$ cat config.mk
export PLATFORM = sky130hd
export DESIGN_NAME = epsilon_serializer
export DESIGN_NICKNAME = d
export VERILOG_FILES = /design/src/rtl/epsilon_serializer.sv
export SDC_FILE = /design/constraint.sdc
export NUM_CORES = 1
export LEC_CHECK = 0
export CAP_MARGIN = 20
export CORE_UTILIZATION = 35
export DETAILED_ROUTE_END_ITERATION = 12
export HOLD_SLACK_MARGIN = 0.08
export PLACE_DENSITY = 0.55
export SLEW_MARGIN = 20
export SYNTH_ARGS = -nofsm -noshare
export SYNTH_HDL_FRONTEND = slang
export SYNTH_SLANG_ARGS = --single-unit
$ cat constraint.sdc
create_clock -name clk -period 2.8 [get_ports clk]
set_clock_uncertainty 0.2 [all_clocks]
set_input_delay 0.7 -clock clk [delete_from_list [all_inputs] [get_ports clk]]
set_output_delay 0.7 -clock clk [all_outputs]
set_load 0.05 [all_outputs]
$ cat src/rtl/epsilon_serializer.sv
// Byte-to-bit serialiser feeding the monobit test: valid/ready byte FIFO,
// LSB-first shifter, and a 16-bit Fibonacci LFSR self-test source.
module epsilon_serializer #(
  parameter int          DEPTH     = 2,
  parameter logic [15:0] LFSR_SEED = 16'hACE1
) (
  input  logic        clk,
  input  logic        rst,
  input  logic [7:0]  byte_dat,
  input  logic        byte_vld,
  output logic        byte_rdy,
  input  logic        mode,
  output logic        epsilon_dat,
  output logic        epsilon_vld,
  output logic        underrun,
  output logic [15:0] bit_count
);

  localparam int AW = $clog2(DEPTH);
  localparam logic [AW:0] FULL_CNT = DEPTH[AW:0];

  logic [7:0]    mem [DEPTH];
  logic [AW-1:0] wr_ptr;
  logic [AW-1:0] rd_ptr;
  logic [AW:0]   count;

  logic [7:0]  shreg;
  logic [2:0]  idx;
  logic        loaded;
  logic [15:0] lfsr;
  logic        mode_act;

  logic fifo_empty;
  logic push;
  logic boundary;
  logic load;
  logic next_vld;
  logic lfsr_fb;

  assign fifo_empty  = (count == '0);
  assign byte_rdy    = (count < FULL_CNT) && !mode_act;
  assign push        = byte_vld && byte_rdy;
  assign boundary    = !loaded || (idx == 3'd7);
  // Loads use the mode being sampled at this boundary, so a switch to LFSR
  // never pops a byte it would not shift out.
  assign load        = boundary && !fifo_empty && !mode;
  assign next_vld    = !boundary || mode || load;
  assign lfsr_fb     = lfsr[0] ^ lfsr[2] ^ lfsr[3] ^ lfsr[5];

  assign epsilon_vld = mode_act || loaded;
  assign epsilon_dat = mode_act ? lfsr[0] : shreg[0];

  always_ff @(posedge clk) begin
    if (push) begin
      mem[wr_ptr] <= byte_dat;
    end
  end

  always_ff @(posedge clk) begin
    if (rst) begin
      wr_ptr    <= '0;
      rd_ptr    <= '0;
      count     <= '0;
      shreg     <= 8'h00;
      idx       <= 3'd0;
      loaded    <= 1'b0;
      lfsr      <= LFSR_SEED;
      mode_act  <= 1'b0;
      underrun  <= 1'b0;
      bit_count <= 16'd0;
    end else begin
      if (push) begin
        wr_ptr <= wr_ptr + 1'b1;
      end
      if (load) begin
        rd_ptr <= rd_ptr + 1'b1;
      end
      case ({push, load})
        2'b10:   count <= count + 1'b1;
        2'b01:   count <= count - 1'b1;
        default: count <= count;
      endcase

      // Shifting in zeros keeps epsilon_dat low once the byte has drained.
      if (load) begin
        shreg  <= mem[rd_ptr];
        idx    <= 3'd0;
        loaded <= 1'b1;
      end else begin
        shreg <= shreg >> 1;
        if (loaded) begin
          idx <= idx + 3'd1;
          if (idx == 3'd7) begin
            loaded <= 1'b0;
          end
        end
      end

      if (boundary) begin
        mode_act <= mode;
      end
      if (mode_act) begin
        lfsr <= {lfsr_fb, lfsr[15:1]};
      end

      if (epsilon_vld && !next_vld) begin
        underrun <= 1'b1;
      end
      if (epsilon_vld) begin
        bit_count <= bit_count + 16'd1;
      end
    end
  end

endmodule

-- Yosys cells after proc, flatten, opt, wreduce, memory -nomap -nowiden
Memory sizes are Yosys's and may differ from the RTL's. A register that Yosys moved wholly into a read port is not among the register bits.
Cells that the tools add are included.
- add/subtract/negate cells: 6
- $lt $le $gt $ge: 1
- equality and inequality tests: 3
- multiplexer cells: 10
- bitwise gates (word level): 4
- reductions and logical operators: 19
- operator list (kind ; count):
    adder 16 x 1 -> 16 bit (second input constant) ; 1
    two-way mux 1 bit ; 8
    two-way mux 7 bit ; 1
    logical NOT 1 bit ; 6
    logical AND 1 bit ; 5
    logical OR 1 bit ; 4
    one-hot mux 2 bit (2 select lines) ; 1
    OR reduction 2 bit ; 2
    adder 3 x 1 -> 3 bit (second input constant) ; 1
    equality test 3 bit (second input constant) ; 1
    XOR 1 bit ; 3
    adder 1 bit (second input constant) ; 2
    adder 2 x 1 -> 2 bit (second input constant) ; 1
    equality test 2 x 1 -> 1 bit (second input constant) ; 1
    equality test 2 bit (second input constant) ; 1
    logical NOT 2 bit ; 1
    less-than comparator 2 bit (second input constant) ; 1
    nonzero test 2 bit ; 1
    subtractor 2 x 1 -> 2 bit (second input constant) ; 1
    inverter 1 bit ; 1
- bits in registers: 50
- RAM bits: 16
- input bits: 12
- output and inout port bits: 20
- logic and storage cells: 55
- memories kept: 1
- memories (memory ; depth ; width ; rd ports ; clocked after Yosys merged registers in ; write ports ; line ; source):
    mem ; 2 ; 8 ; 1 ; 1 ; 1 ; 22 ; logic [7:0] mem [DEPTH];

-- Depth between registers and ports, before layout
- depth after elaboration: 7
- mapped depth: 9
- mapped depth without buffers: 8

-- Worst setup path before layout
No wires, ideal clock.
- kind: flip-flop to flip-flop
- start: reg mode_act
- end: reg count[1]
- library setup time: 71 ps
- arrival: 2272 ps
- required time: 2529 ps
- path slack: 258 ps
- stages on the path, launching flop included: 7
- buffers on the path: 1
- period minus slack after synthesis: 2542 ps
- cells stage by stage: dfxtp_1 > buf_2 > nor2_1 > nand2_1 > ha_1 > or3_1 > a21oi_1
- cells in the longest elaborated chain, start to end: 5
- elaborated cells between the ends (all ways): 7
- those cells by class: eq/ne (2); mux (1); reduce/logical (4)
- ends and longest elaborated chain (what ; line ; source):
    start, declared ; 31 ; logic mode_act;
    start signal, assigned ; 100 ; mode_act <= mode;
    logical NOT 1 bit * ; 41 ; assign byte_rdy = (count < FULL_CNT) && !mode_act;
    logical AND 1 bit * ; 41 ;
    via byte_rdy ; 11 ; output logic byte_rdy,
    logical AND 1 bit * ; 42 ; assign push = byte_vld && byte_rdy;
    equality test 2 x 1 -> 1 bit / equality test 2 bit (equally long branches) ; 78 ; case ({push, load})
    one-hot mux 2 bit (2 select lines) / nonzero test 2 bit (equally long branches) ; - ;
    end signal, assigned ; 79 ; 2'b10: count <= count + 1'b1;
    end signal, assigned ; 80 ; 2'b01: count <= count - 1'b1;
    end signal, assigned ; 81 ; default: count <= count;
    end, declared ; 25 ; logic [AW:0] count;
The timed path passes the listed nets; every way through them passes the cells marked *.
A chain may end at the register's enable or synchronous reset.

-- Final worst setup path
- start: reg bit_count[5]
- end: out bit_count[5]
- RTL lines (what ; line ; source):
    start, declared ; 16 ; output logic [15:0] bit_count
    start signal, assigned ; 110 ; bit_count <= bit_count + 16'd1;
No word-level cell between the ends.

==> results.sh <==
export IMPL_outcome="completed"
export IMPL_clock_latency_ns=0.33
export IMPL_yosys_area_top_type_share=0.388
export IMPL_syn_instance_count=238
export IMPL_port_buffers=31
export IMPL_grt_setup_unrepaired="no"
export IMPL_grt_pass1_wl_um=7220
export IMPL_syn_to_final_growth_pct=23.1
export IMPL_grt_pass1_vias=1645
export IMPL_insertedDiodeCount=0
export IMPL_cts_buffers=9
export IMPL_postSynthAreaPerCell_um2=11.1
export IMPL_start_kind="flip-flop"
export IMPL_synth_area_leaders="dfxtp_1 39%, edfxtp_1 18%, mux2i_1 7.6%, nor2_1 5.8%, xnor2_1 4.0%"
export IMPL_r2r_start="idx[0]"
export IMPL_ir_worst_vdd_v=0.000508
export IMPL_layout_commonest_cell="dfxtp_1"
export IMPL_drt_drc_violations_left=0
export IMPL_first_pass_iters=4
export IMPL_fin_crit_sh=0.902
export IMPL_dieHeight_um=88.7
export IMPL_holdPathEnd="lfsr[10]"
export IMPL_critPathTopFamily="buffers and inverters"
export IMPL_critPathBufInv=1
export IMPL_post_drt_wl_per_cell_um=11.4
export IMPL_ant_nets=0
export IMPL_drv_slew=0
export IMPL_p_leak_uw=0.00116
export IMPL_fillCellCount=719
export IMPL_finalHoldViolCount=0
export IMPL_post_cts_buffers=0
export IMPL_grt_overflow=0
export IMPL_max_stage_delay_ns=0.85
export IMPL_cts_buffer_depth=2
export IMPL_setup_tns_final_ns=0
export IMPL_syn_nets=254
export IMPL_r2r_end="count[1]"
export IMPL_place_ws_ns=0.349
export IMPL_synth_seq_area_share=0.570
export IMPL_cts_hold_fix_buffers=0
export IMPL_p_per_area_nw_per_um2=790
export IMPL_period_needed_ns=2.53
export IMPL_cp_max_fo=7
export IMPL_finalPower_uw=2560
export IMPL_cts_tree="yes"
export IMPL_max_slew_margin=0.667
export IMPL_cts_resized_gates=0
export IMPL_syn_area_um2=2630
export IMPL_first_iter_violations=65
export IMPL_crit_slowest_cell="clkdlybuf4s50_1"
export IMPL_clk_pin_slew_ns=0.07
export IMPL_worst_setup_path_end_kind="output port"
export IMPL_dieArea_um2=7870
export IMPL_final_cell_mix="51 x dfxtp_1, 41 x nor2_1, 28 x clkdlybuf4s50_1, 20 x mux2i_1, 16 x edfxtp_1"
export IMPL_yosysTopAreaCell="dfxtp_1"
export IMPL_ys_seq_elements=67
export IMPL_io_pins=32
export IMPL_num_rows=31
export IMPL_die_w_um=88.7
export IMPL_r2r_slack_ns=0.68
export IMPL_fin_hold_ws_ns=0.256
export IMPL_vias_per_cell=4.62
export IMPL_clock_fmax_mhz=396
export IMPL_vias=1733
export IMPL_grt_antenna_before_repair=0
export IMPL_dp_hpwl_um=2780
export IMPL_cts_root_buf="clkbuf_8"
export IMPL_core_area_um2=7250
export IMPL_setup_viol=0
export IMPL_worstHoldPathCells=1
export IMPL_maxCapViolCount=0
export IMPL_wl_um=4260
export IMPL_drive_above_1_share=0.105
export IMPL_cts_num_sinks=67
export IMPL_yosys_cell_types_count=37
export IMPL_grt_max_degree=53
export IMPL_place_congestion=0.721
export IMPL_start_util=0.363
export IMPL_gr_usage_all_layers=0.123
export IMPL_required_ns=1.90
export IMPL_worstMarginPinSlew_ns=0.497
export IMPL_worstPathArrival_ns=1.63
export IMPL_ys_warn_count=0
export IMPL_path_class="flip-flop to output port"
export IMPL_min_from="lfsr[11]"
export IMPL_rr_worst_depth=7
export IMPL_hold_path_class="flip-flop to flip-flop"
export IMPL_cts_htree_levels=3
export IMPL_crit_chain="clkdlybuf4s50_1"
export IMPL_fin_ws_ns=0.275
export IMPL_nets=287
## state kept, by name, summed over array words and instances, names as in the netlist, named ones only
register / cells
mem: 16
rd_ptr: 1
loaded: 1
shreg: 8
count: 2
mode_act: 1
wr_ptr: 1
bit_count: 16
idx: 3
underrun: 1
lfsr: 16
## synth_stat cells
cell type	n
nand4_2	1
o2111ai_4	1
nand4_1	3
mux2_2	2
nand3_1	2
or2_2	1
buf_2	5
buf_1	1
xor2_1	7
nand2_1	9
nor4_2	1
nor2_1	41
buf_4	1
nor3b_1	1
and2_1	1
and4_1	1
mux2i_1	20
a211oi_1	7
nor2_2	1
inv_1	2
clkbuf_1	6
nor3_1	5
xnor2_1	12
a21oi_1	6
o211a_1	1
ha_1	4
or4b_1	1
o21ai_0	3
and3_1	3
nor2b_1	9
dfxtp_1	51
nor3_2	1
or3_1	3
o41ai_1	1
edfxtp_1	16
a211o_1	7
nor4_1	1
## report_power, final
| group | internal [uW] | leakage [uW] | switching (uW) |
|---|---|---|---|
| clock network | 403 | 0.0000935 | 344 |
| registers | 1140 | 0.000564 | 110 |
| logic | 254 | 0.000498 | 310 |
| total | 1790 | 0.00116 | 764 |
## per-layer routing
layer / track usage / wire, um / vias up
met5: 0 / 0 / -
met4: 0.0616 / 62 / 0
met3: 0.0476 / 172 / 8
met2: 0.205 / 2060 / 26
met1: 0.138 / 1970 / 810
li1: - / - / 889
## kinds of logic after synthesis
| family | after synthesis | synth area share |
|---|---|---|
| AO/OA/AOI/OAI | 26 | 0.0775 |
| flip-flops | 67 | 0.570 |
| XOR/XNOR | 19 | 0.0632 |
| adder cells (fa/ha/maj) | 4 | 0.0190 |
| buffers and inverters | 15 | 0.0252 |
| AND/OR/NAND/NOR | 85 | 0.160 |
| multiplexers | 22 | 0.0846 |
## cell type report
type	instances	area [um^2]	share of cell area
clock inverters	6	56.3	0.0174
repair buffers	35	358	0.110
inverters	2	7.51	0.00232
well taps	99	124	0.0382
clock buffers	10	128	0.0394
multi-input cells	156	1060	0.329
flip-flops and latches	67	1500	0.463
## how the worst max path moves through the flow
stage / end / slack [ns] / depth (start not counted) / from
after detailed placement: count[1] / 0.35 / 5 / mode
after global placement: count[1] / 0.37 / 5 / mode
after global routing: bit_count[5] / 0.21 / 1 / bit_count[5]
after CTS: bit_count[5] / 0.25 / 1 / bit_count[5]
final: bit_count[5] / 0.27 / 1 / bit_count[5]
after floorplan: count[1] / 0.26 / 6 / mode_act
## per-stage QoR
step | std cells | cell area, um^2 | utilization
final | 375 | 3240 | 0.447
after detailed placement | 359 | 3060 | 0.421
after CTS | 375 | 3240 | 0.447
after floorplan | 238 | 2630 | -
after global placement | 359 | 3060 | 0.421
after global routing | 375 | 3240 | 0.447
No activity file was read; power rests on OpenSTA's default activity.
